`src/rtl/oven_controller.sv`:
```
// Oven sequencer: power, setpoint, preheat, timed bake and done, with a
// tick-driven thermal model standing in for the real cavity temperature.
//
// state   | meaning
// --------+----------------------------------------------------------
// OFF     | powered down, heater off, keys other than on/off ignored
// IDLE    | powered, setpoint adjustable, waiting for start
// PREHEAT | heater forced on until within HYST of the setpoint
// BAKE    | bang-bang regulation, time_left counts down once per tick
// DONE    | bake finished, done high, start returns to IDLE

module oven_controller #(
    parameter int TICK_DIV     = 50000000,
    parameter int TEMP_DEFAULT = 350,
    parameter int TEMP_MIN     = 150,
    parameter int TEMP_MAX     = 550,
    parameter int TEMP_STEP    = 5,
    parameter int AMBIENT      = 70,
    parameter int HEAT_RATE    = 2,
    parameter int COOL_RATE    = 1,
    parameter int HYST         = 2
) (
    input  logic        clk,
    input  logic        rst_n,
    input  logic        key_onoff_n,
    input  logic        key_up_n,
    input  logic        key_down_n,
    input  logic        key_start_n,
    input  logic [12:0] bake_time,
    output logic [2:0]  state,
    output logic        heater_on,
    output logic [9:0]  target_temp,
    output logic [9:0]  cur_temp,
    output logic [12:0] time_left,
    output logic        done,
    output logic        tick
);

    typedef enum logic [2:0] {
        S_OFF     = 3'd0,
        S_IDLE    = 3'd1,
        S_PREHEAT = 3'd2,
        S_BAKE    = 3'd3,
        S_DONE    = 3'd4
    } state_t;

    localparam int              CNT_W    = (TICK_DIV > 1) ? $clog2(TICK_DIV) : 1;
    localparam logic [CNT_W-1:0] CNT_LAST = CNT_W'(TICK_DIV - 1);
    localparam logic [CNT_W-1:0] CNT_ONE  = CNT_W'(1);

    localparam logic [9:0]  T_DEF  = 10'(TEMP_DEFAULT);
    localparam logic [9:0]  T_MIN  = 10'(TEMP_MIN);
    localparam logic [9:0]  T_MAX  = 10'(TEMP_MAX);
    localparam logic [9:0]  T_STEP = 10'(TEMP_STEP);
    localparam logic [9:0]  T_AMB  = 10'(AMBIENT);
    localparam logic [9:0]  T_COOL = 10'(COOL_RATE);
    localparam logic [9:0]  T_HYST = 10'(HYST);
    localparam logic [10:0] T_HEAT = 11'(HEAT_RATE);
    localparam logic [10:0] T_CEIL = 11'd1023;

    state_t           state_q, state_d;
    logic             heater_q, heater_d;
    logic [9:0]       target_q, target_d;
    logic [9:0]       cur_q, cur_d;
    logic [12:0]      time_q, time_d;
    logic [CNT_W-1:0] cnt_q;

    logic [3:0]       key_s1, key_s2, key_prev;
    logic [3:0]       press;
    logic             p_onoff, p_start, p_up, p_down;

    logic [10:0]      heat_sum;
    logic [9:0]       cur_hot, cur_cool;
    logic [9:0]       reg_low;
    logic             adj_state;

    // Key order in the synchroniser vectors: {onoff, start, up, down}.
    always_ff @(posedge clk or negedge rst_n) begin
        if (!rst_n) begin
            key_s1   <= 4'b1111;
            key_s2   <= 4'b1111;
            key_prev <= 4'b1111;
        end else begin
            key_s1   <= {key_onoff_n, key_start_n, key_up_n, key_down_n};
            key_s2   <= key_s1;
            key_prev <= key_s2;
        end
    end

    assign press = key_prev & ~key_s2;
    assign {p_onoff, p_start, p_up, p_down} = press;

    always_ff @(posedge clk or negedge rst_n) begin
        if (!rst_n) begin
            cnt_q <= '0;
        end else if (cnt_q == CNT_LAST) begin
            cnt_q <= '0;
        end else begin
            cnt_q <= cnt_q + CNT_ONE;
        end
    end

    assign tick = (cnt_q == CNT_LAST);

    assign heat_sum  = {1'b0, cur_q} + T_HEAT;
    assign cur_hot   = (heat_sum > T_CEIL) ? 10'd1023 : heat_sum[9:0];
    assign cur_cool  = (cur_q < T_AMB + T_COOL) ? T_AMB : cur_q - T_COOL;
    // Setpoint never goes below TEMP_MIN, so this cannot underflow for sane HYST.
    assign reg_low   = target_q - T_HYST;
    assign adj_state = (state_q == S_IDLE) || (state_q == S_PREHEAT) || (state_q == S_BAKE);

    always_ff @(posedge clk or negedge rst_n) begin
        if (!rst_n) begin
            state_q  <= S_OFF;
            heater_q <= 1'b0;
            target_q <= T_DEF;
            cur_q    <= T_AMB;
            time_q   <= '0;
        end else begin
            state_q  <= state_d;
            heater_q <= heater_d;
            target_q <= target_d;
            cur_q    <= cur_d;
            time_q   <= time_d;
        end
    end

    always_comb begin
        state_d  = state_q;
        heater_d = heater_q;
        target_d = target_q;
        cur_d    = cur_q;
        time_d   = time_q;

        // Thermal step uses the heater level that was in force during the tick.
        if (tick) begin
            cur_d = heater_q ? cur_hot : cur_cool;
        end

        if (adj_state && !p_onoff && !p_start && (p_up ^ p_down)) begin
            if (p_up) begin
                target_d = (target_q > T_MAX - T_STEP) ? T_MAX : target_q + T_STEP;
            end else begin
                target_d = (target_q < T_MIN + T_STEP) ? T_MIN : target_q - T_STEP;
            end
        end

        case (state_q)
            S_OFF: begin
                heater_d = 1'b0;
                if (p_onoff) begin
                    state_d = S_IDLE;
                end
            end
            S_IDLE: begin
                heater_d = 1'b0;
                if (p_start) begin
                    state_d  = S_PREHEAT;
                    heater_d = 1'b1;
                end
            end
            S_PREHEAT: begin
                heater_d = 1'b1;
                if (cur_q >= reg_low) begin
                    state_d = S_BAKE;
                    time_d  = bake_time;
                end
            end
            S_BAKE: begin
                if (cur_q < reg_low) begin
                    heater_d = 1'b1;
                end else if (cur_q >= target_q) begin
                    heater_d = 1'b0;
                end
                if (tick) begin
                    if (time_q == '0) begin
                        state_d  = S_DONE;
                        heater_d = 1'b0;
                    end else begin
                        time_d = time_q - 13'd1;
                    end
                end
            end
            S_DONE: begin
                heater_d = 1'b0;
                if (p_start) begin
                    state_d = S_IDLE;
                    time_d  = '0;
                end
            end
            default: begin
                state_d  = S_OFF;
                heater_d = 1'b0;
                time_d   = '0;
            end
        endcase

        // Power key overrides everything else from any powered state.
        if (p_onoff && (state_q != S_OFF)) begin
            state_d  = S_OFF;
            heater_d = 1'b0;
            time_d   = '0;
        end
    end

    assign state       = state_q;
    assign heater_on   = heater_q;
    assign target_temp = target_q;
    assign cur_temp    = cur_q;
    assign time_left   = time_q;
    assign done        = (state_q == S_DONE);

endmodule

```
`config.mk`:
```
export PLATFORM = sky130hd
export DESIGN_NAME = oven_controller
export DESIGN_NICKNAME = d
export VERILOG_FILES = /design/src/rtl/oven_controller.sv
export SDC_FILE = /design/constraint.sdc
export NUM_CORES = 1
export LEC_CHECK = 0
export BUFFER_PORTS_ARGS = -buffer_cell sky130_fd_sc_hd__buf_2
export CORE_MARGIN = 4
export CORE_UTILIZATION = 32
export CTS_BUF_LIST = sky130_fd_sc_hd__clkbuf_2
export DETAILED_ROUTE_END_ITERATION = 6
export SLEW_MARGIN = 0
export SYNTH_ARGS = -nofsm -noshare
export SYNTH_HDL_FRONTEND = slang
export SYNTH_SLANG_ARGS = --single-unit
```
`constraint.sdc`:
```
create_clock -name clk -period 3.5 [get_ports clk]
set_input_delay 0.35 -clock clk [delete_from_list [all_inputs] [get_ports clk]]
set_output_delay 0.35 -clock clk [all_outputs]
set_load 0.05 [all_outputs]
```
# After elaboration in Yosys (flattened, before gate mapping)
# Cells that the tools add are included.
# op_classes
add_sub_neg	7
multipliers	0
div_mod_pow	0
n_lt_le_gt_ge	7
eq_ne	13
n_shift	0
muxes	28
bitwise_logic	3
n_reduce_logical	14
# op_table
operator	count
$mux W13	5
$mux W10	6
$pmux W13 S4	1
$add A26 B1 Y26 const B	1
$eq A26 B26 Y1 const B	1
$mux W26	1
$mux W3	7
$ge A10 B10 Y1	2
$pmux W3 S5	1
$logic_not A13 Y1	1
$sub A13 B1 Y13 const B	1
$add A10 B2 Y11 const B	1
$gt A11 B10 Y1 const B	1
$add A10 B3 Y10 const B	1
$gt A10 B10 Y1 const B	1
$lt A10 B10 Y1	1
$lt A10 B7 Y1 const B	1
$lt A10 B8 Y1 const B	1
$sub A10 B1 Y10 const B	1
$sub A10 B2 Y10 const B	1
$sub A10 B3 Y10 const B	1
$ne A3 B1 Y1 const B	3
$ne A3 B2 Y1 const B	3
$eq A3 B2 Y1 const B	2
17 further kinds	27
# word_totals
ff_bits	75
latch_bits	0
mem_bits_rw	0
mem_bits_ro	0
input_bits	19
wordCells	81
mem_count	0

# Logic depth before layout (Yosys ltp)
# logic_depth
ltp_word	7
ltp_mapped	14

# Worst setup path before layout
# Ideal clock, no wire load.
# synth_timing
kind	register to register
startpoint	register target_q[2], in the netlist target_temp[2]
endpoint	register time_q[8], in the netlist time_left[8]
t_arrival_ps	3268
t_required_ps	3373
setup_slack_ps	105
stages_incl_launch_ff	15
path_cell_list	dfstp_2 -> clkbuf_1 -> inv_1 -> ha_1 -> nand3_1 -> nor3_1 -> xnor2_1 -> ha_1 -> nand4_1 -> a211o_2 -> o211a_1 -> a2111o_1 -> buf_6 -> a21oi_1 -> o22ai_1
# synth_between
elab_chain_cells	4
# synth_rtl
element	line_no	text
start: declaration	63	logic [9:0] target_q, target_d;
start signal: assignment	122	target_q <= target_d;
$sub A10 B2 Y10	109	assign reg_low = target_q - T_HYST;
$ge A10 B10 Y1	164	if (cur_q >= reg_low) begin
$ne A3 B1 Y1 (no line)	--	
$reduce_and A5 Y1 (no line)	--	
end signal: assignment	124	time_q <= time_d;
end: declaration	65	logic [12:0] time_q, time_d;
# No other way between the ends.
# A chain may end at the register's enable or synchronous reset.

# Worst setup path in the final report
# layout_timing
startpoint	register target_q[1], in the netlist target_temp[1]
endpoint	register time_q[0], in the netlist time_left[0]
# Same word-level chain as after synthesis.

==> results_dict.tcl <==
set metrics [dict create \
    synth_nets 618 \
    cts_root_buf "clkbuf_2" \
    synth_area_leader_cell "dfrtp_1" \
    fmaxAchievable_ghz 0.3050 \
    num-nets-final 685 \
    track_usage 0.1500 \
    avgSynthCellArea_um2 8.916 \
    period_share 0.9369 \
    drt-initial-drc-count 406 \
    grt_pass1_wl_mm 22.25 \
    rsz0062_at_grt "no" \
    die_x_um 133.4 \
    first_global_vias 4487 \
    gp_congestion 0.8638 \
    hold_path_depth 3 \
    synth.top_cell.area_share 0.2687 \
    power.density_nw_per_um2 626.7 \
    io_pins 58 \
    worstSkewPairLatency_ps 580 \
    via_per_inst 5.456 \
    vias 4632 \
    avgRoutedWirePerCell_um 15.38 \
    dp_hpwl_mm 9.388 \
    worst-r2r-setup-slack_ps 220 \
    tns_ps 0 \
    die_area_um2 17780 \
    holdPathEnd "time_left[7]$_DFFE_PN0P_" \
    cts_max_path_buffers 2 \
    gr-total-overflow 0 \
    io_buffers 57 \
    final_core_util 0.3770 \
    ant_nets 0 \
    syn2layout_area_growth_pct 14.80 \
    synthArstFlopShare 1.000 \
    ff2ff_path_depth 13 \
    firstDrtPassIters 5 \
    cp_slowest_cell "dfstp_2" \
    p_clk_frac 0.119 \
    drc 0 \
    ir_drop_uv 449.8 \
    synth-seq-area-share 0.3785 \
    slew_headroom 0.3573 \
    ys_top_cells_by_count "dfrtp_1 (54), nor2_1 (46), nand2_1 (41)" \
    crit_buf_inv 2 \
    min_period_ps 3279 \
    crit_start "target_temp[1]$_DFFE_PN1P_" \
    slew_violations 0 \
    synth-main-ff-cell "dfrtp_1" \
    clkTransAtPathRegs_ps 210 \
    crit_type "flop to flop" \
    power.switching_mw 1.877 \
    timing.rr.start "target_temp[1]$_DFFE_PN1P_" \
    fp-row-count 45 \
    path_max_fanout 26 \
    ys_ff_latch 75 \
    synth.area.top_cells "dfrtp_1 (27%), dfstp_2 (11%), ha_1 (8.7%), xnor2_1 (4.0%), nor2_1 (3.4%)" \
    power_frac_seq 0.351 \
    cts-buffers-inserted 9 \
    synth-edff-count 0 \
    hp-start "bake_time[7]" \
    postLayoutCellArea_um2 5773 \
    power.internal_mw 1.740 \
    h-tree-depth 3 \
    layout-drive-gt1-share 0.1871 \
    cts_sinks 75 \
    cts_tree "built" \
    max_stage_delay_ps 630 \
    cap_violations 0 \
    cp.required_ps 3980 \
    end_kind "flop" \
    finalHoldViolCount 0 \
    coreArea_um2 15310 \
    synth_area_um2 5029 \
    die_y_um 133.4 \
    wl_mm 13.06 \
    min_path_type "input port to flop" \
    worst_pin_slew_ps 964.0 \
    fin_skew_ps 29.87 \
    critPathMostFrequentCell "ha_1" \
    synth_cells 564 \
    post_dp_cell_area_um2 5508 \
    n_fill_cell 1591 \
    status "completed" \
    synth.distinct_cells 71 \
    reg2reg_to "time_left[0]$_DFFE_PN0P_" \
    power_leakage_nw 2.549 \
    grt_antenna_before_repair 1 \
    path_delay_family "compound AO/OA/AOI/OAI gates" \
    grt_max_degree 76 \
    combPwrFrac 0.530 \
    p_sw_frac 0.5189 \
    worstPathArrival_ps 3760 \
    setup_viol 0 \
    yosysMostFrequentCell "dfrtp_1" \
    initial_core_util 0.3283 \
    yosysWarningCount 0 \
    path_cells "inv_1 > ha_1 > nand3_1 > nor3_1 > xnor2_1 > ha_1 > nand4_1 > a211o_2 > o211a_1 > a2111o_1 > buf_4 > a221oi_1 > a21oi_1" \
    startpoint_type "flop" \
]
## layout by cell type (no fill, tap or decap), types with 14 or more instances in the layout
cell type and count:
a21oi_1 32, o21ai_0 22, nand2_1 41, dfrtp_1 54, xnor2_1 23, xor2_1 14, inv_1 24, ha_1 35
nand3_1 29, nor3_1 22, buf_2 56, dfstp_2 21, buf_4 14, nor2_1 46
## what timing repair did
item                                    in CTS  in global routing
resized for setup                            0                  1
hold buffers                                13                  0
endpoints found under the setup margin       0                  9
buffers inserted                             0                  5
hold endpoints to repair                    66                  0
## worst min-delay path, delay by kind of cell
kind	cells	cell delay, ps
buffers and inverters	1	80
AO/OA/AOI/OAI	2	180
## per-stage QoR
| step | setup slack (ps) | std cells | hold WS (ps) | power, mW |
|---|---|---|---|---|
| after floorplan | 105.3 | 564 | 54.41 | 2.691 |
| after CTS | 125.8 | 842 | 1.841 | 3.596 |
| after global placement | 286.9 | 813 | 345.5 | 3.096 |
| final | 220.9 | 849 | 69.83 | 3.618 |
| after detailed placement | 161.4 | 813 | 347.2 | 3.140 |
| after global routing | 16.35 | 849 | 37.32 | 3.888 |
## how the worst max path moves through the flow
stage | to | slack [ps] | depth (start not counted)
final | time_left[0]$_DFFE_PN0P_ | 220 | 13
after global routing | time_left[0]$_DFFE_PN0P_ | 20 | 13
after floorplan | time_left[8]$_DFFE_PN0P_ | 110 | 14
after CTS | time_left[0]$_DFFE_PN0P_ | 130 | 13
after detailed placement | time_left[0]$_DFFE_PN0P_ | 160 | 13
after global placement | time_left[0]$_DFFE_PN0P_ | 290 | 12
## logic make-up after synthesis
kind of cell / Yosys count / synth area share
AOI/OAI and AO/OA: 153 / 0.2025
xor gates and xnor gates: 37 / 0.06444
adders and majority gates: 35 / 0.08709
buffers and inverters: 51 / 0.04553
DFF: 75 / 0.3785
muxes: 3 / 0.006469
and+or+nand+nor: 210 / 0.2155
## registers in the layout, indices dropped and copies added (netlist names)
name	count
cnt_q	26
cur_temp	10
heater_on	1
key_prev	4
key_s1	4
key_s2	4
state	3
target_temp	10
time_left	13
## power by group through the flow
| stage | logic (mW) | clock network (mW) | registers (mW) |
|---|---|---|---|
| finish | 1.92 | 0.432 | 1.27 |
| detailed placement | 1.85 | 0 | 1.29 |
| CTS | 1.86 | 0.454 | 1.28 |
| global placement | 1.81 | 0 | 1.28 |
| floorplan | 1.09 | 0 | 1.60 |
| global route | 2.10 | 0.486 | 1.31 |
## area by class of cell
type                    count  area (um2)  share of cell area
clock inverters             7       41.29            0.007152
diodes                      2       5.005           0.0008669
well taps                 211       264.0             0.04573
flip-flops and latches     75        1903              0.3296
multi-input cells         438        2909              0.5039
inverters                  24       90.09             0.01560
repair buffers             83       515.5             0.08929
clock buffers               9       45.04            0.007802
## layer usage
| layer | global-route usage | up-vias | share of wire |
|---|---|---|---|
| met1 | 0.2026 | 2228 | 0.45 |
| met4 | 0.05314 | 0 | 0.020 |
| met5 | 0 | - | 0 |
| met2 | 0.2367 | 162 | 0.47 |
| li1 | - | 2217 | - |
| met3 | 0.03399 | 25 | 0.062 |
Note: power is estimated with default switching activity, not from simulation.
